===== src/rtl/mips_multicycle_control.sv =====
// Multicycle MIPS main control: opcode decode, FSM sequencing,
// datapath selects/enables and the shared-memory request handshake.
//
// Ports:
//   clock, reset (async, active-low)
//   opcode       instruction[31:26] from the IR
//   mem_ready    memory finished the current read/write this cycle
//   pc_write, pc_write_cond, i_or_d, mem_read, mem_write, ir_write,
//   mem_to_reg, reg_dst, reg_write, alu_src_a, alu_src_b[1:0],
//   alu_op[1:0], pc_src[1:0]   datapath controls (0 while in reset)
//   fault        sticky illegal-opcode / memory-timeout flag
module mips_multicycle_control #(
  parameter int unsigned MEM_WAIT_MAX = 15
) (
  input  logic       clock,
  input  logic       reset,
  input  logic [5:0] opcode,
  input  logic       mem_ready,
  output logic       pc_write,
  output logic       pc_write_cond,
  output logic       i_or_d,
  output logic       mem_read,
  output logic       mem_write,
  output logic       ir_write,
  output logic       mem_to_reg,
  output logic       reg_dst,
  output logic       reg_write,
  output logic       alu_src_a,
  output logic [1:0] alu_src_b,
  output logic [1:0] alu_op,
  output logic [1:0] pc_src,
  output logic       fault
);

  typedef struct packed {
    logic       pc_write;
    logic       pc_write_cond;
    logic       i_or_d;
    logic       mem_read;
    logic       mem_write;
    logic       ir_write;
    logic       mem_to_reg;
    logic       reg_dst;
    logic       reg_write;
    logic       alu_src_a;
    logic [1:0] alu_src_b;
    logic [1:0] alu_op;
    logic [1:0] pc_src;
    logic       fault;
  } ctl_t;

  localparam logic [3:0] S_FETCH  = 4'd0;
  localparam logic [3:0] S_DECODE = 4'd1;
  localparam logic [3:0] S_MEMADR = 4'd2;
  localparam logic [3:0] S_MEMRD  = 4'd3;
  localparam logic [3:0] S_MEMWB  = 4'd4;
  localparam logic [3:0] S_MEMWR  = 4'd5;
  localparam logic [3:0] S_EXEC   = 4'd6;
  localparam logic [3:0] S_ALUWB  = 4'd7;
  localparam logic [3:0] S_BRANCH = 4'd8;
  localparam logic [3:0] S_ADDIEX = 4'd9;
  localparam logic [3:0] S_ADDIWB = 4'd10;
  localparam logic [3:0] S_JUMP   = 4'd11;
  localparam logic [3:0] S_FAULT  = 4'd12;

  localparam logic [5:0] OP_R    = 6'b000000;
  localparam logic [5:0] OP_LW   = 6'b100011;
  localparam logic [5:0] OP_SW   = 6'b101011;
  localparam logic [5:0] OP_BEQ  = 6'b000100;
  localparam logic [5:0] OP_ADDI = 6'b001000;
  localparam logic [5:0] OP_J    = 6'b000010;

  // Counter only needs to reach MEM_WAIT_MAX-1: the wait that
  // would make it MEM_WAIT_MAX is the one that faults instead.
  localparam int unsigned CW =
    (MEM_WAIT_MAX > 1) ? $clog2(MEM_WAIT_MAX) : 1;
  localparam logic [CW-1:0] LAST =
    (MEM_WAIT_MAX == 0) ? '0 : CW'(MEM_WAIT_MAX - 1);

  logic [3:0]    state;
  logic [3:0]    nxt;
  logic [CW-1:0] cnt;
  logic          waiting;
  logic          timeout;
  ctl_t          c;

  assign waiting = (state == S_FETCH) ||
                   (state == S_MEMRD) ||
                   (state == S_MEMWR);

  assign timeout = waiting && !mem_ready &&
                   (MEM_WAIT_MAX != 0) && (cnt == LAST);

  always_comb begin
    nxt = state;
    case (state)
      S_FETCH:  if (mem_ready) nxt = S_DECODE;
      S_DECODE: begin
        unique case (1'b1)
          (opcode == OP_LW),
          (opcode == OP_SW):   nxt = S_MEMADR;
          (opcode == OP_R):    nxt = S_EXEC;
          (opcode == OP_BEQ):  nxt = S_BRANCH;
          (opcode == OP_ADDI): nxt = S_ADDIEX;
          (opcode == OP_J):    nxt = S_JUMP;
          default:             nxt = S_FAULT;
        endcase
      end
      S_MEMADR: begin
        unique case (1'b1)
          (opcode == OP_LW): nxt = S_MEMRD;
          (opcode == OP_SW): nxt = S_MEMWR;
          default:           nxt = S_FAULT;
        endcase
      end
      S_MEMRD:  if (mem_ready) nxt = S_MEMWB;
      S_MEMWB:  nxt = S_FETCH;
      S_MEMWR:  if (mem_ready) nxt = S_FETCH;
      S_EXEC:   nxt = S_ALUWB;
      S_ALUWB:  nxt = S_FETCH;
      S_BRANCH: nxt = S_FETCH;
      S_ADDIEX: nxt = S_ADDIWB;
      S_ADDIWB: nxt = S_FETCH;
      S_JUMP:   nxt = S_FETCH;
      S_FAULT:  nxt = S_FAULT;
      default:  nxt = S_FAULT;
    endcase
    if (timeout) nxt = S_FAULT;
  end

  // Counter idles at 0 outside a wait, so every wait state is
  // entered with a cleared count.
  always_ff @(posedge clock or negedge reset) begin
    if (!reset) begin
      state <= S_FETCH;
      cnt   <= '0;
    end else begin
      state <= nxt;
      if (waiting && !mem_ready && !timeout && MEM_WAIT_MAX != 0)
        cnt <= cnt + CW'(1);
      else
        cnt <= '0;
    end
  end

  always_comb begin
    c = '0;
    case (state)
      S_FETCH: begin
        c.mem_read  = 1'b1;
        c.alu_src_b = 2'b01;
        c.ir_write  = mem_ready;
        c.pc_write  = mem_ready;
      end
      S_DECODE: c.alu_src_b = 2'b11;
      S_MEMADR: begin
        c.alu_src_a = 1'b1;
        c.alu_src_b = 2'b10;
      end
      S_MEMRD: begin
        c.mem_read = 1'b1;
        c.i_or_d   = 1'b1;
      end
      S_MEMWB: begin
        c.reg_write  = 1'b1;
        c.mem_to_reg = 1'b1;
      end
      S_MEMWR: begin
        c.mem_write = 1'b1;
        c.i_or_d    = 1'b1;
      end
      S_EXEC: begin
        c.alu_src_a = 1'b1;
        c.alu_op    = 2'b10;
      end
      S_ALUWB: begin
        c.reg_write = 1'b1;
        c.reg_dst   = 1'b1;
      end
      S_BRANCH: begin
        c.alu_src_a     = 1'b1;
        c.alu_op        = 2'b01;
        c.pc_write_cond = 1'b1;
        c.pc_src        = 2'b01;
      end
      S_ADDIEX: begin
        c.alu_src_a = 1'b1;
        c.alu_src_b = 2'b10;
      end
      S_ADDIWB: c.reg_write = 1'b1;
      S_JUMP: begin
        c.pc_write = 1'b1;
        c.pc_src   = 2'b10;
      end
      S_FAULT: c.fault = 1'b1;
      default: c = '0;
    endcase
  end

  // Gate everything with reset so enables drop the instant it asserts.
  assign {pc_write, pc_write_cond, i_or_d, mem_read, mem_write,
          ir_write, mem_to_reg, reg_dst, reg_write, alu_src_a,
          alu_src_b, alu_op, pc_src, fault} = reset ? c : '0;

endmodule


===== config.mk =====
export PLATFORM = sky130hd
export DESIGN_NAME = mips_multicycle_control
export DESIGN_NICKNAME = d
export VERILOG_FILES = /design/src/rtl/mips_multicycle_control.sv
export SDC_FILE = /design/constraint.sdc
export NUM_CORES = 1
export LEC_CHECK = 0
export CORE_MARGIN = 10
export CORE_UTILIZATION = 40
export DETAILED_ROUTE_END_ITERATION = 8
export GPL_TIMING_DRIVEN = 0
export PLACE_DENSITY = 0.83
export SETUP_SLACK_MARGIN = 0.05
export SYNTH_ARGS = -nofsm -noshare
export SYNTH_HDL_FRONTEND = slang
export SYNTH_SLANG_ARGS = --single-unit

===== constraint.sdc =====
create_clock -name clock -period 1.6 [get_ports clock]
set_clock_uncertainty 0.2 [all_clocks]
set_input_delay 0.32 -clock clock [delete_from_list [all_inputs] [get_ports clock]]
set_output_delay 0.32 -clock clock [all_outputs]
set_load 0.02 [all_outputs]

==> results.yml, run 1 <==
logic_synthesis:
  ys_warn_count: 0
  yosys_most_used_dff: "dfrtp_1"
  ys_ff_latch: 8
  synth_edf_count: 0
  ys_seq_area_frac: 0.261
  synth.distinct_cells: 38
  async_flop_share: 1.00
  syn_inst: 103
  synthesis.nets: 114
  syn_area_um2: 766
  syn_area_per_cell_um2: 7.43
status:
  status: "did not finish"
  stop_error: "[ERROR DPL-0038] Utilization greater than 100%, impossible to legalize"
  failing_step: "5_1_grt"
placed_design:
  gp_congestion: 0.820
  port_buffers: 25
  post-place-cells: 153
  dp_hpwl_mm: 1.95
clocking:
  cts_made_buffers: 3
  cts.sinks: 8
  ctsLongestPathBuffers: 2
  cts.htree.levels: 1
  cts_root_buf: "clkbuf_4"
floorplanning:
  fp.dieH_um: 63.8
  io_pins: 26
  initial_core_util: 0.434
  rows: 15
  die_w_um: 63.8
sta:
  worstEndpointGrtRepair: "pc_src[0]"
  worstEpCategory: "top-level output"
global_routing:
  grt_max_degree: 11
## stage by stage
stage                     TNS, ps  setup WS, ps  hold slack [ps]  area, um2
after floorplan              -712          -181             -176        918
after global placement     -22150         -1430              273       1200
after detailed placement   -23000         -1460              295       1200
after CTS                   -5030          -420              341       1560
## synth_stat cells, drive strengths merged, types with 4 or more instances
master / n / area, um2
nor3: 4 / 20.0
nand3: 8 / 40.0
o21ai: 5 / 25.0
nand2b: 4 / 25.0
buf: 5 / 32.5
nor4: 4 / 25.0
nor2: 20 / 75.1
dfrtp: 8 / 200
nor3b: 4 / 30.0
xnor2: 4 / 35.0
nand2: 6 / 22.5
## repair_timing
action | CTS
setup buffers | 22
hold endpoints to repair | 8
hold buffers | 1
resized for setup | 150
gates cloned | 1
setup endpoints to repair | 22
pin swaps | 16
## cells by family after synthesis
logic type      count (synthesis)  share of synthesized area
compound gates                 18                      0.168
xor+xnor                        5                     0.0572
fa+ha+maj                       2                     0.0327
buf+inv                         9                     0.0621
flops                           8                      0.261
mux                             1                     0.0147
simple gates                   60                      0.404
==> inputs of run 2 (changes only) <==
==> config.mk (replaced) <==
export PLATFORM = sky130hd
export DESIGN_NAME = mips_multicycle_control
export DESIGN_NICKNAME = d
export VERILOG_FILES = /design/src/rtl/mips_multicycle_control.sv
export SDC_FILE = /design/constraint.sdc
export NUM_CORES = 1
export LEC_CHECK = 0
export CORE_AREA = 10 10 71 73
export DETAILED_ROUTE_END_ITERATION = 8
export DIE_AREA = 0 0 81 83
export GPL_TIMING_DRIVEN = 0
export PLACE_DENSITY_LB_ADDON = 0.15
export SYNTH_ARGS = -nofsm -noshare
export SYNTH_HDL_FRONTEND = slang
export SYNTH_SLANG_ARGS = --single-unit
==> constraint.sdc (replaced) <==
create_clock -name clock -period 2.08 [get_ports clock]
set_clock_uncertainty 0.2 [all_clocks]
set_input_delay 0.416 -clock clock [delete_from_list [all_inputs] [get_ports clock]]
set_output_delay 0.416 -clock clock [all_outputs]
set_load 0.02 [all_outputs]
==> run 2 against run 1 <==
The flow now finishes, with violations (negative setup slack). Synthesized cell count unchanged. Synthesized area unchanged.
==> results.yml, run 2 <==
status:
  status: "finished, violations left"
  violations: "negative setup slack"
worst_setup_path:
  path_class: "reg2out"
  r2r-end: "state[3]"
  r2r-start: "state[1]"
  r2r_slack_ps: 80
  cp_num_buf_inv: 3
  crit_required_ps: 1460
  crit_family: "flip-flops"
  start_kind: "register"
  cp.arrival_ps: 1510
  crit_chain: "buf_4 -> buf_4 -> nand2b_4 -> nand2_2 -> o22ai_1 -> and2_1 -> buf_6"
  r2r_cells: 8
  end_kind: "output port"
  path_common_cell: "buf_4"
  crit_path_max_fanout: 6
  cpPeakStageDelay_ps: 430
  cp_slowest_cell: "dfrtp_2"
detailed_routing:
  drt_wl_total_mm: 2.69
  dr.pass1.iters: 5
  vias: 930
  routed_via_density: 4.87
  drt-wirelength-per-cell_um: 14.1
  drtAntennaViolNets: 0
  detail_route.iter0.violations: 61
  drc_errors: 0
placed_design:
  dp_hpwl_mm: 1.90
  gp_congestion: 0.835
  port_buffers: 25
  postPlaceCellArea_mm2: 0.00108
sta:
  fin_setup_tns_ps: -52.6
  fmax_mhz: 471
  period_minus_slack_ps: 2120
  hold_viol_final: 0
  setup_viol: 2
  slew-limit-headroom: 0.704
  fin_crit_sh: 1.02
  layout_setup_ws_ps: -43.7
  maxSlewViolCount: 0
  rsz0062_at_grt: "yes"
  worstMarginPinSlew_ps: 439
final_layout:
  fin_area_mm2: 0.00126
  final_cell_mix: "buf_4, nor2_1, buf_2"
  nFillCells: 395
  fin_util: 0.348
  drive_gt1_frac: 0.420
  layout_commonest_cell: "buf_4"
  diodes: 0
  num-nets-final: 156
  area_growth_pct: 65.0
  reg_top3: "cnt (4), state (4)"
global_routing:
  grt_busiest_layer: "met2"
  overflow: 0
  grt_pass1_wl_mm: 4.48
  grt_util_met3: 0.0313
  grt_pass1_vias: 935
  grt_use_total: 0.0807
  grt.met2_usage: 0.120
  grtUsageMet1: 0.0969
  grt_max_degree: 11
  antenna_found_initial: 0
clocking:
  clk_latency_ps: 220
  cts.htree.levels: 1
  cts_made_buffers: 3
  ctsLongestPathBuffers: 2
  cts.sinks: 8
  cts_root_buf: "clkbuf_8"
  clk_pin_slew_worst_paths_ps: 40
  cts_tree: "yes"
floorplanning:
  die-area_mm2: 0.00672
  die_w_um: 81
  io_pins: 26
  coreArea_mm2: 0.00363
  rows: 22
  initial_core_util: 0.211
  fp.dieH_um: 83
logic_synthesis:
  synth.distinct_cells: 38
  yosysMostFrequentCell: "nor2_1"
  ys_warn_count: 0
  ys_ff_latch: 8
  async_flop_share: 1.00
  synthesis.nets: 114
  yosys_most_used_dff: "dfrtp_1"
  yosys.area.top_type_share: 0.261
  yosys-top-cells-area: "dfrtp_1, nor2_1, nand3_1"
  syn_area_um2: 766
  synth_edf_count: 0
  syn_area_per_cell_um2: 7.43
  ys_seq_area_frac: 0.261
  syn_inst: 103
  ys_top_cells_by_count: "nor2_1, dfrtp_1, nand3_1, nand2_1, o21ai_0"
  yosysTopAreaCell: "dfrtp_1"
run:
  drv_cap: 0
hold_path:
  hold_path_end: "cnt[0]"
  hold_start: "cnt[0]"
  hp-class: "reg2reg"
  hold_depth: 1
power_and_ir_drop:
  leakagePower_nw: 0.560
  p_per_area_mw_per_mm2: 1220
  ir_worst_vdd_v: 0.000441
## run 2: area by class of cell
cell class | instances | area [um2] | area share
multi-input combinational | 86 | 587 | 0.464
tap | 48 | 60.1 | 0.0475
timing repair buffer | 37 | 289 | 0.229
clock buffer | 3 | 41.3 | 0.0327
buffer | 7 | 76.3 | 0.0604
inverter | 2 | 7.51 | 0.00594
sequential | 8 | 203 | 0.160
## run 2: how the worst max path moves through the flow
stage	startpoint	to	slack (ps)	cells after the start
6_report	state[1]	reg_write	-40	7
5_1_grt	state[1]	alu_src_b[1]	-80	7
4_1_cts	state[0]	pc_write	-90	5
3_5_place_dp	reset	alu_op[0]	-1330	6
3_3_place_gp	reset	pc_src[0]	-1310	6
2_1_floorplan	state[1]	alu_op[0]	7	4
## run 2: cell families after synthesis
| logic type | share of synthesized area |
|---|---|
| simple gates | 0.404 |
| compound gates | 0.168 |
| buf+inv | 0.0621 |
| flops | 0.261 |
| xor+xnor | 0.0572 |
| fa+ha+maj | 0.0327 |
| mux | 0.0147 |
## run 2: where the power goes
group          internal [mW]  switching, mW  leakage (nW)
clock network          0.125         0.0549        0.0216
logic                  0.524          0.572         0.435
registers              0.208         0.0558         0.104
total                  0.857          0.683         0.560
## run 2: layer usage
layer | routed length [um] | up-vias
met1 | 1130 | 440
met3 | 285 | 8
met2 | 1220 | 37
met4 | 51 | 0
li1 | - | 445
met5 | 0 | -
## run 2: through the flow
step	power, mW	worst slack (ps)	cells	hold slack [ps]
2_1_floorplan	0.820	7.31	103	-79.6
5_1_grt	1.66	-84.4	191	317
3_5_place_dp	1.11	-1330	176	287
4_1_cts	1.44	-94.7	189	292
6_report	1.54	-43.7	191	283
3_3_place_gp	1.11	-1310	176	283
## run 2: repair_timing
item,in CTS,in global routing
hold buffers,1,0
hold endpoints to repair,8,0
pin swaps,1,4
setup endpoints to repair,18,15
resized for setup,100,21
setup buffers,9,2
(Power assumes the default switching activity.)
==> edit, RTL diff (flow settings as in run 2) <==
Set the parameter `MEM_WAIT_MAX` to 30 (it was 15).
--- a/src/rtl/mips_multicycle_control.sv
+++ b/src/rtl/mips_multicycle_control.sv
@@ -10,7 +10,7 @@
 //   alu_op[1:0], pc_src[1:0]   datapath controls (0 while in reset)
 //   fault        sticky illegal-opcode / memory-timeout flag
 module mips_multicycle_control #(
-  parameter int unsigned MEM_WAIT_MAX = 15
+  parameter int unsigned MEM_WAIT_MAX = 30
 ) (
   input  logic       clock,
   input  logic       reset,
Function: same outputs for any inputs over 10 cycles, from zero or initial values and one cycle with reset low; that may be too few to reach the edited logic, so the function may still have changed.
==> edit against run 2 <==
First-iteration DRC count did not move; setup slack improved by 0.079 ns; power rose by 0.97%; synthesized area rose by 9.8%; critical path type unchanged; sequential cell count rose by 1; critical path depth fell by 1; largest power group unchanged; global-route usage fell by 0.16 points; synthesized cell count rose by 11%; clock power rose by 8%; worst hold slack improved by 0.015 ns; wire length rose by 1.2%; non-clock buffer count fell by 5; via count rose by 0.97%; cell area rose by 2.7%.
==> edit: results <==
set metrics [dict create \
    powerClk_uw 195 \
    crit_path_start "state[3]" \
    placed_cells 187 \
    slew_headroom_pct 75.1 \
    highest_layer "met3" \
    fin_crit_ns 2.04 \
    path_max_fanout 5 \
    track_usage_pct 7.91 \
    fillCellCount 406 \
    drive_above_1_share_pct 32.2 \
    powerComb_mw 1.05 \
    postCtsSetupBuffers 2 \
    wl_met1_um 1240 \
    seq_area_frac_synth_pct 26.8 \
    synthAdderAreaFrac_pct 2.98 \
    synth_xor_area_share_pct 6.25 \
    r2r-start "cnt[0]" \
    ir_drop_mv 0.432 \
    vias 939 \
    p_leak_nw 0.566 \
    synth-compound-area-share_pct 24.0 \
    avgSynthCellArea_sq_um 7.38 \
    power_switching_uw 722 \
    grt_use_met3_pct 2.26 \
    status "completed" \
    hold_buffers 2 \
    holdWs_ns 0.298 \
    layoutNonFillerInstCount 197 \
    regToRegSetupSlack_ns 0.14 \
    dr.pass1.iters 4 \
    place_area_sq_mm 0.00116 \
    grt_use_met2_pct 13.5 \
    r2r_cells 5 \
    wire_per_inst_um 13.8 \
    post_cts_resized 88 \
    grt_pass1_wl_um 4420 \
    synth.distinct_cells 41 \
    gp_congestion 0.741 \
    synthTopCellsByArea "dfrtp_1 (27%), nor2_1 (9.8%), nand2_1 (4.0%), xnor2_1 (3.1%), xor2_1 (3.1%)" \
    wl_met3_um 92 \
    reg_top3 "cnt (5), state (4)" \
    wl_met2_um 1390 \
    pre_cts_ws_ns -1.06 \
    syn_to_final_growth_pct 54.3 \
]
==> edit: changes by cell type in the layout (fill, tap and decap cells not counted), sizes merged, moves of 3 or more <==
cell,run 2,this run
buf,33,21
a21oi,1,5
inv,2,6
clkdlybuf4s15,1,4
nand2,6,9
nand3,8,5
nor3b,4,1
==> edit: critical path: cells and delay by family (launching register included) <==
kind,cells,cell delay (ns)
compound gates,2,0.17
buf+inv,2,0.30
flops,1,0.46
simple gates,2,0.28
==> edit: layout make-up <==
cell class	instances	area share, %
plain buffers	7	5.21
inverters	6	1.74
clock buffers	4	3.47
repair buffers	32	19.8
flip-flops and latches	9	17.6
well taps	48	4.63
multi-input cells	91	47.5
==> edit: final timing paths <==
check	endpoint
setup / recovery	reg_write
hold / removal	cnt[0]
setup reg to reg	state[3]
hold reg to reg	cnt[0]
max in group asynchronous	state[2]
min in group asynchronous	cnt[1]
